## src/rtl/spi_slave_regs.sv

```systemverilog
// SPI mode-0 responder: one 16-bit command per CS frame, answer shifted out in the next frame.
// Exposes channel words, peaks, an ID word and one writable 12-bit control register.
module spi_slave_regs #(
  parameter logic [15:0] ID_WORD  = 16'hA5C3,
  parameter logic [11:0] CTRL_RST = 12'h000
) (
  input  logic        clk_i,
  input  logic        rst_i,
  input  logic        sclk_i,
  input  logic        cs_n_i,
  input  logic        simo_i,
  output logic        somi_o,
  output logic        somi_oe_o,
  input  logic [15:0] data0_i,
  input  logic [15:0] data1_i,
  input  logic [15:0] data2_i,
  input  logic [15:0] data3_i,
  input  logic [13:0] max1_i,
  input  logic [13:0] max2_i,
  output logic [11:0] ctrl_o,
  output logic        wr_strobe_o,
  output logic        frame_err_o
);

  // [0],[1] synchronizer, [2] edge-detect history
  logic [2:0]  sclk_q, sclk_d;
  logic [2:0]  cs_q, cs_d;
  logic [1:0]  simo_q, simo_d;
  logic [1:0]  fill_q, fill_d;
  logic        armed_q, armed_d;
  logic        active_q, active_d;
  logic [4:0]  cnt_q, cnt_d;
  logic [15:0] rx_q, rx_d;
  logic [15:0] tx_q, tx_d;
  logic [15:0] shadow_q, shadow_d;
  logic        somi_q, somi_d;
  logic [11:0] ctrl_q, ctrl_d;
  logic        wr_strobe_q, wr_strobe_d;
  logic        frame_err_q, frame_err_d;

  logic        sclk_rise, sclk_fall, cs_rise, cs_fall;
  logic        cmd_wr6;
  logic [11:0] ctrl_post;
  logic [15:0] rd_val;

  assign sclk_rise = sclk_q[1] & ~sclk_q[2];
  assign sclk_fall = ~sclk_q[1] & sclk_q[2];
  assign cs_rise   = cs_q[1] & ~cs_q[2];
  assign cs_fall   = ~cs_q[1] & cs_q[2];

  assign cmd_wr6   = rx_q[15] & (rx_q[14:12] == 3'd6);
  // A read-back after a write to ctrl returns the value just written
  assign ctrl_post = cmd_wr6 ? rx_q[11:0] : ctrl_q;

  always_comb begin
    case (rx_q[14:12])
      3'd0:    rd_val = data0_i;
      3'd1:    rd_val = data1_i;
      3'd2:    rd_val = data2_i;
      3'd3:    rd_val = data3_i;
      3'd4:    rd_val = {2'b00, max1_i};
      3'd5:    rd_val = {2'b00, max2_i};
      3'd6:    rd_val = {4'h0, ctrl_post};
      default: rd_val = ID_WORD;
    endcase
  end

  always_comb begin
    sclk_d      = {sclk_q[1:0], sclk_i};
    cs_d        = {cs_q[1:0], cs_n_i};
    simo_d      = {simo_q[0], simo_i};
    fill_d      = (fill_q == 2'd2) ? fill_q : fill_q + 2'd1;
    // Only a cs_n high sampled after reset (not the reset value) arms frame detection
    armed_d     = armed_q | ((fill_q == 2'd2) & cs_q[1]);
    active_d    = active_q;
    cnt_d       = cnt_q;
    rx_d        = rx_q;
    tx_d        = tx_q;
    shadow_d    = shadow_q;
    somi_d      = somi_q;
    ctrl_d      = ctrl_q;
    wr_strobe_d = 1'b0;
    frame_err_d = 1'b0;
    if (active_q) begin
      if (sclk_rise) begin
        rx_d = {rx_q[14:0], simo_q[1]};
        if (cnt_q != 5'd17) cnt_d = cnt_q + 5'd1;
      end
      if (sclk_fall) begin
        tx_d   = {tx_q[14:0], 1'b0};
        somi_d = tx_q[14];
      end
      if (cs_rise) begin
        active_d = 1'b0;
        somi_d   = 1'b0;
        if (cnt_q == 5'd16) begin
          if (cmd_wr6) begin
            ctrl_d      = rx_q[11:0];
            wr_strobe_d = 1'b1;
          end
          shadow_d = rd_val;
        end else begin
          frame_err_d = 1'b1;
          shadow_d    = 16'h0000;
        end
      end
    end else if (armed_q && cs_fall) begin
      active_d = 1'b1;
      cnt_d    = 5'd0;
      tx_d     = shadow_q;
      somi_d   = shadow_q[15];
    end
  end

  always_ff @(posedge clk_i) begin
    if (rst_i) begin
      sclk_q      <= 3'b000;
      cs_q        <= 3'b111;
      simo_q      <= 2'b00;
      fill_q      <= 2'd0;
      armed_q     <= 1'b0;
      active_q    <= 1'b0;
      cnt_q       <= 5'd0;
      rx_q        <= 16'h0000;
      tx_q        <= 16'h0000;
      shadow_q    <= 16'h0000;
      somi_q      <= 1'b0;
      ctrl_q      <= CTRL_RST;
      wr_strobe_q <= 1'b0;
      frame_err_q <= 1'b0;
    end else begin
      sclk_q      <= sclk_d;
      cs_q        <= cs_d;
      simo_q      <= simo_d;
      fill_q      <= fill_d;
      armed_q     <= armed_d;
      active_q    <= active_d;
      cnt_q       <= cnt_d;
      rx_q        <= rx_d;
      tx_q        <= tx_d;
      shadow_q    <= shadow_d;
      somi_q      <= somi_d;
      ctrl_q      <= ctrl_d;
      wr_strobe_q <= wr_strobe_d;
      frame_err_q <= frame_err_d;
    end
  end

  assign somi_o      = somi_q;
  assign somi_oe_o   = active_q;
  assign ctrl_o      = ctrl_q;
  assign wr_strobe_o = wr_strobe_q;
  assign frame_err_o = frame_err_q;

endmodule
```

## config.mk

```make
export PLATFORM = sky130hd
export DESIGN_NAME = spi_slave_regs
export DESIGN_NICKNAME = d
export VERILOG_FILES = /design/src/rtl/spi_slave_regs.sv
export SDC_FILE = /design/constraint.sdc
export NUM_CORES = 1
export LEC_CHECK = 0
export ABC_AREA = 1
export BUFFER_PORTS_ARGS = -buffer_cell sky130_fd_sc_hd__buf_4
export CAP_MARGIN = 20
export CORE_MARGIN = 10
export CORE_UTILIZATION = 50
export DETAILED_ROUTE_END_ITERATION = 7
export PLACE_DENSITY = 0.77
export SLEW_MARGIN = 20
export SYNTH_ARGS = -nofsm -noshare
export SYNTH_HDL_FRONTEND = slang
export SYNTH_SLANG_ARGS = --single-unit
```

## constraint.sdc

```tcl
create_clock -name clk_i -period 1.85 [get_ports clk_i]
set_input_delay 0.555 -clock clk_i [delete_from_list [all_inputs] [get_ports clk_i]]
set_output_delay 0.555 -clock clk_i [all_outputs]
set_load 0.01 [all_outputs]
```

==> impl_metrics.py, run 1 <==
metrics = {
    "power_and_ir_drop": {
        "swShare": 0.249,
        "clkPwrFrac": 0.374,
        "p_int_mw": 2.59,
        "p_switching_mw": 0.860,
        "powerDensity_nw_per_um2": 661,
        "power.leakage_nw": 2.42,
        "combPwrFrac": 0.107,
        "p_seq_frac": 0.518,
        "vdd_drop_max_mv": 0.886,
    },
    "clock_network": {
        "clk_pin_slew_worst_paths_ns": 0.08,
        "cts_sinks": 79,
        "htree_levels": 3,
        "cts_tree": "done",
        "clock_latency_ns": 0.36,
        "clockBufferDepth": 2,
        "root_buffer": "clkbuf_8",
        "hold_buffers": 0,
        "numCtsBuffers": 9,
    },
    "logic_synthesis": {
        "synthDistinctLibCells": 35,
        "synth_edf_count": 0,
        "async_reset_ff_frac": 0,
        "synth_area_per_cell_um2": 6.87,
        "ys.flop_type": "dfxtp_1",
        "yosysSeqAreaShare": 0.386,
        "syn_inst": 597,
        "ys_ff_latch": 79,
        "yosysWarnings": 0,
        "netlist_area_um2": 4100,
        "syn_nets": 698,
    },
    "min_path": {
        "hp-class": "primary input to register",
    },
    "timing": {
        "fin_tns_setup_ns": 0,
        "finalHoldViolCount": 0,
        "fmax_ghz": 0.586,
        "slew_headroom": 0.722,
        "skew_ns": 0.0128,
        "worst_pin_slew_ns": 0.417,
        "setup_viol": 0,
        "worst_slack_ns": 0.142,
        "fin_crit_sh": 0.923,
        "rsz0062_at_grt": "no",
        "final_max_slew_viol_count": 0,
        "finalCriticalPeriod_ns": 1.71,
    },
    "layout": {
        "seq_area_um2": 1580,
        "final_layout_size_suffix_gt1_frac": 0.253,
        "fillers": 762,
        "nets": 807,
        "multi_input_area_um2": 2130,
        "diodes": 0,
        "area_growth_pct": 27.2,
    },
    "drt": {
        "wl_per_cell_um": 15.9,
        "drt_iter0_markers": 264,
        "drtAntennaViolNets": 0,
        "drtPass1Iterations": 4,
        "route.vias.total": 4245,
        "drcViolationCount": 0,
        "vias_per_cell": 5.22,
        "wirelength_um": 13000,
    },
    "worst_setup_path": {
        "path_buf_inv": 3,
        "cp-start-kind": "register",
        "slowest_delay_ns": 0.36,
        "critical-path-top-delay-family": "simple AND/OR/NAND/NOR gates",
        "criticalPathCategory": "register to register",
        "end_kind": "register",
        "cpMaxStageDelayCell": "dfxtp_1",
        "critical_path.cell_chain": "inv_1, ha_1, nand3_1, nor2_4, inv_2, nor3_4, buf_12, o21ai_1, nand2_1",
        "required_ns": 2.15,
        "crit_fanout": 8,
        "arrival_ns": 2.01,
    },
    "place": {
        "port_buffers": 112,
        "gp_congestion": 0.922,
        "place_hpwl_um": 10000,
        "pre_cts_ws_ns": 0.143,
    },
    "grt": {
        "grt-busiest-layer": "met2",
        "grt-ovfl-total": 0,
        "track_usage": 0.204,
        "grt_max_degree": 30,
        "first_global_vias": 4198,
        "grtUsageMet2": 0.349,
        "grt_pass1_wl_um": 21100,
        "use_met1": 0.247,
        "antenna_found_initial": 0,
        "use_met3": 0.0535,
    },
    "status": {
        "status": "completed",
    },
    "floorplan": {
        "design.portCount": 113,
        "core_um2": 7850,
        "dieArea_um2": 12200,
        "fp-row-count": 32,
        "start_util": 0.522,
        "die_h_um": 111,
        "die_x_um": 111,
    },
    "job": {
        "maxCapViolCount": 0,
    },
}
## cells in the mapped netlist (2+ instances only)
master	number	area, µm²
buf_6	8	90.1
dfxtp_1	79	1580
nor2_2	2	12.5
inv_4	2	12.5
buf_2	9	45.0
nand3b_1	7	52.6
nand3_1	24	120
nor2_1	35	131
nand4_1	11	68.8
ha_1	4	50.1
inv_2	10	37.5
o21ai_1	8	40.0
nand2_1	212	796
a31oi_1	15	93.8
a21oi_1	35	175
o21ai_0	51	255
o211ai_1	7	52.6
nand2_2	6	37.5
clkbuf_1	9	33.8
buf_4	2	15.0
nor2_4	2	22.5
nand3_2	2	20.0
nor3_4	3	48.8
or2_2	2	12.5
o21ai_2	2	17.5
inv_1	40	150
nor2_8	2	40.0
## cells in the final DEF (no fill, tap or decap), drive strengths merged
| cell | instances |
|---|---|
| a31oi | 15 |
| o211ai | 7 |
| nor2 | 41 |
| clkinvlp | 3 |
| a21oi | 36 |
| clkinv | 1 |
| inv | 53 |
| bufinv | 1 |
| buf | 127 |
| nand2 | 219 |
| nor3 | 5 |
| nand3b | 7 |
| xor2 | 1 |
| nand4 | 12 |
| or2 | 2 |
| clkbuf | 10 |
| a21boi | 1 |
| dfxtp | 79 |
| ha | 4 |
| o21ai | 61 |
| nand3 | 26 |
## area by class of cell
class	count	share of cell area
tap	102	0.0245
timing repair buffer	127	0.188
sequential	79	0.304
clock inverter	6	0.0134
multi-input combinational	437	0.408
inverter	52	0.0384
clock buffer	10	0.0245
## power by group through the flow
stage	sequential [mW]	combinational [mW]	clock, mW
3_5_place_dp	1.83	0.368	0
4_1_cts	1.79	0.370	1.30
3_3_place_gp	1.83	0.353	0
2_1_floorplan	1.82	0.161	0
5_1_grt	1.80	0.414	1.37
6_report	1.79	0.369	1.29
## routing by layer
metal,up-vias,share of wire
met1,1973,0.44
li1,2153,-
met2,103,0.49
met5,-,0
met4,0,0.018
met3,16,0.050
## kinds of logic after synthesis
group,count (synthesis),share of synthesized area
adder cells (fa/ha/maj),4,0.0122
flip-flops,79,0.386
XOR/XNOR,1,0.00214
AND/OR/NAND/NOR,312,0.344
buffers and inverters,81,0.0973
AO/OA/AOI/OAI,120,0.159
## flip-flops by register name (all words and copies together) (netlist names), 2 cells and up
signal and cells:
simo_q 2, rx_q 16, ctrl_o 12, tx_q 15
fill_q 2, shadow_q 16, cs_q 3, cnt_q 5
sclk_q 3
## path summary, 6_finish.rpt
path	from	end	slack [ns]	cells after the start
setup / recovery	cnt_q[0]$_SDFFE_PP0P_	shadow_q[12]$_SDFFE_PP0P_	0.14	9
setup reg to reg	cnt_q[0]$_SDFFE_PP0P_	shadow_q[12]$_SDFFE_PP0P_	0.14	9
hold reg to reg	sclk_q[0]$_SDFF_PP0_	sclk_q[1]$_SDFF_PP0_	0.41	2
hold / removal	cs_n_i	cs_q[0]$_SDFF_PP1_	0.38	2
## per-stage QoR
step	instances	hold slack [ns]	utilization	total power, mW	cell area (µm²)
floorplan	597	0.388	-	1.98	4100
global placement	796	0.391	0.636	2.18	4990
detailed placement	796	0.405	0.636	2.20	4990
CTS	812	0.374	0.661	3.46	5180
global route	813	0.386	0.665	3.58	5220
finish	813	0.383	0.665	3.45	5220
## timing repair
action	CTS	global route
setup buffers	0	1
resized for setup	0	2
endpoints found under the setup margin	0	11
hold endpoints to repair	0	0
No activity file was read; power rests on OpenSTA's default activity.
==> inputs of run 2 (changes only) <==
==> constraint.sdc (replaced) <==
create_clock -name clk_i -period 1.85 [get_ports clk_i]
set_input_delay 0.185 -clock clk_i [delete_from_list [all_inputs] [get_ports clk_i]]
set_output_delay 0.185 -clock clk_i [all_outputs]
set_load 0.01 [all_outputs]
==> impl_metrics.py, run 2 (synthesized netlist as in run 1, its figures left out) <==
metrics = {
    "power_and_ir_drop": {
        "clkPwrFrac": 0.395,
        "p_total_mw": 3.58,
        "combPwrFrac": 0.105,
        "powerDensity_nw_per_um2": 687,
        "power.leakage_nw": 2.45,
        "vdd_drop_max_mv": 0.653,
        "p_switching_mw": 0.821,
        "swShare": 0.229,
        "p_int_mw": 2.76,
        "p_seq_frac": 0.500,
    },
    "place": {
        "gp_congestion": 0.898,
        "port_buffers": 112,
        "pre_cts_ws_ns": 0.183,
        "place_hpwl_um": 9860,
        "placed_cells": 795,
    },
    "worst_setup_path": {
        "end_kind": "register",
        "path_buf_inv": 3,
        "critical_path.cell_chain": "inv_1, ha_1, nand3_1, nor2_4, inv_2, nor3_4, buf_4, o21ai_1, nand2_1",
        "required_ns": 2.14,
        "arrival_ns": 1.94,
        "cp-start-kind": "register",
        "crit_fanout": 8,
        "critical-path-top-delay-family": "simple AND/OR/NAND/NOR gates",
        "criticalPathCategory": "register to register",
        "cpMaxStageDelayCell": "dfxtp_1",
        "slowest_delay_ns": 0.35,
    },
    "drt": {
        "wirelength_um": 12800,
        "drt_iter0_markers": 243,
        "route.vias.total": 4257,
        "drtPass1Iterations": 5,
        "wl_per_cell_um": 15.8,
        "drtAntennaViolNets": 0,
        "drcViolationCount": 0,
        "vias_per_cell": 5.24,
    },
    "layout": {
        "area_growth_pct": 27.0,
        "final_common_cell": "nand2_1",
        "top_regs": "rx_q: 16 flops, shadow_q: 16 flops, tx_q: 15 flops",
        "fillers": 695,
        "diodes": 0,
        "final_layout_size_suffix_gt1_frac": 0.250,
        "post-route-util": 0.664,
        "final_cell_mix": "nand2_1 (212), buf_4 (126), dfxtp_1 (79), o21ai_0 (51), inv_1 (40)",
        "finalNonFillerCells": 813,
        "nets": 807,
    },
    "clock_network": {
        "cts_tree": "done",
        "cts_resized": 0,
        "numCtsBuffers": 9,
        "cts_sinks": 79,
        "clockBufferDepth": 2,
        "clk_pin_slew_worst_paths_ns": 0.08,
        "clock_latency_ns": 0.35,
        "root_buffer": "clkbuf_8",
        "htree_levels": 3,
    },
    "floorplan": {
        "die_h_um": 111,
        "start_util": 0.522,
        "die_x_um": 111,
        "core_um2": 7850,
        "fp-row-count": 32,
        "dieArea_um2": 12200,
        "design.portCount": 113,
    },
    "timing": {
        "worst_slack_ns": 0.200,
        "setup_viol": 0,
        "finalHoldViolCount": 0,
        "skew_ns": 0.00635,
        "slew_headroom": 0.692,
        "fin_crit_sh": 0.892,
        "rsz0062_at_grt": "no",
        "finalCriticalPeriod_ns": 1.65,
        "final_max_slew_viol_count": 0,
        "fin_tns_setup_ns": 0,
        "worst_pin_slew_ns": 0.461,
        "fmax_ghz": 0.606,
    },
    "job": {
        "maxCapViolCount": 0,
    },
    "grt": {
        "track_usage": 0.199,
        "first_global_vias": 4201,
        "grt-ovfl-total": 0,
        "grt_pass1_wl_um": 20600,
        "grt_max_degree": 30,
        "antenna_found_initial": 0,
    },
    "status": {
        "status": "completed",
    },
    "min_path": {
        "hp-class": "primary input to register",
    },
}
[run 2: worst paths after layout]
path / start / end / slack, ns / cells past startpoint
max: cnt_q[0]$_SDFFE_PP0P_ / shadow_q[12]$_SDFFE_PP0P_ / 0.20 / 9
min reg2reg: sclk_q[0]$_SDFF_PP0_ / sclk_q[1]$_SDFF_PP0_ / 0.42 / 2
min: sclk_i / sclk_q[0]$_SDFF_PP0_ / 0.04 / 3
max reg2reg: cnt_q[0]$_SDFFE_PP0P_ / shadow_q[12]$_SDFFE_PP0P_ / 0.20 / 9
[run 2: stage by stage]
stage          instance area [µm²]  hold slack [ns]
2_1_floorplan                 4100            0.289
3_3_place_gp                  4970            0.370
3_5_place_dp                  4970            0.374
4_1_cts                       5190          0.00298
5_1_grt                       5210           0.0316
6_report                      5210           0.0360
[run 2: tightest hold or removal path, delay by kind of cell]
| kind | cells | cell delay [ns] |
|---|---|---|
| buf+inv | 2 | 0.10 |
| simple gates | 1 | 0.06 |
[run 2: layout make-up]
| cell class | instances | area [µm²] | area share |
|---|---|---|---|
| multi-input combinational | 437 | 2120 | 0.407 |
| sequential | 79 | 1580 | 0.304 |
| timing repair buffer | 127 | 956 | 0.184 |
| inverter | 52 | 200 | 0.0384 |
| clock buffer | 11 | 141 | 0.0272 |
| tap | 102 | 128 | 0.0245 |
| clock inverter | 5 | 81.3 | 0.0156 |
[run 2: power by group through the flow]
stage	clock network (mW)	logic, mW	registers [mW]
2_1_floorplan	0	0.161	1.82
3_3_place_gp	0	0.353	1.82
3_5_place_dp	0	0.369	1.83
4_1_cts	1.44	0.373	1.79
5_1_grt	1.50	0.410	1.79
6_report	1.42	0.375	1.79
[run 2: metal layers]
layer / vias up / track usage / wire length [µm]
li1: 2152 / - / -
met1: 1964 / 0.233 / 5380
met2: 122 / 0.355 / 6550
met3: 19 / 0.0454 / 665
met4: 0 / 0.0509 / 232
met5: - / 0 / 0
[run 2: what timing repair did]
action	4_1_cts	5_1_grt
hold buffers	0	1
hold endpoints to repair	0	1
setup endpoints to repair	0	2
buffers inserted	0	1
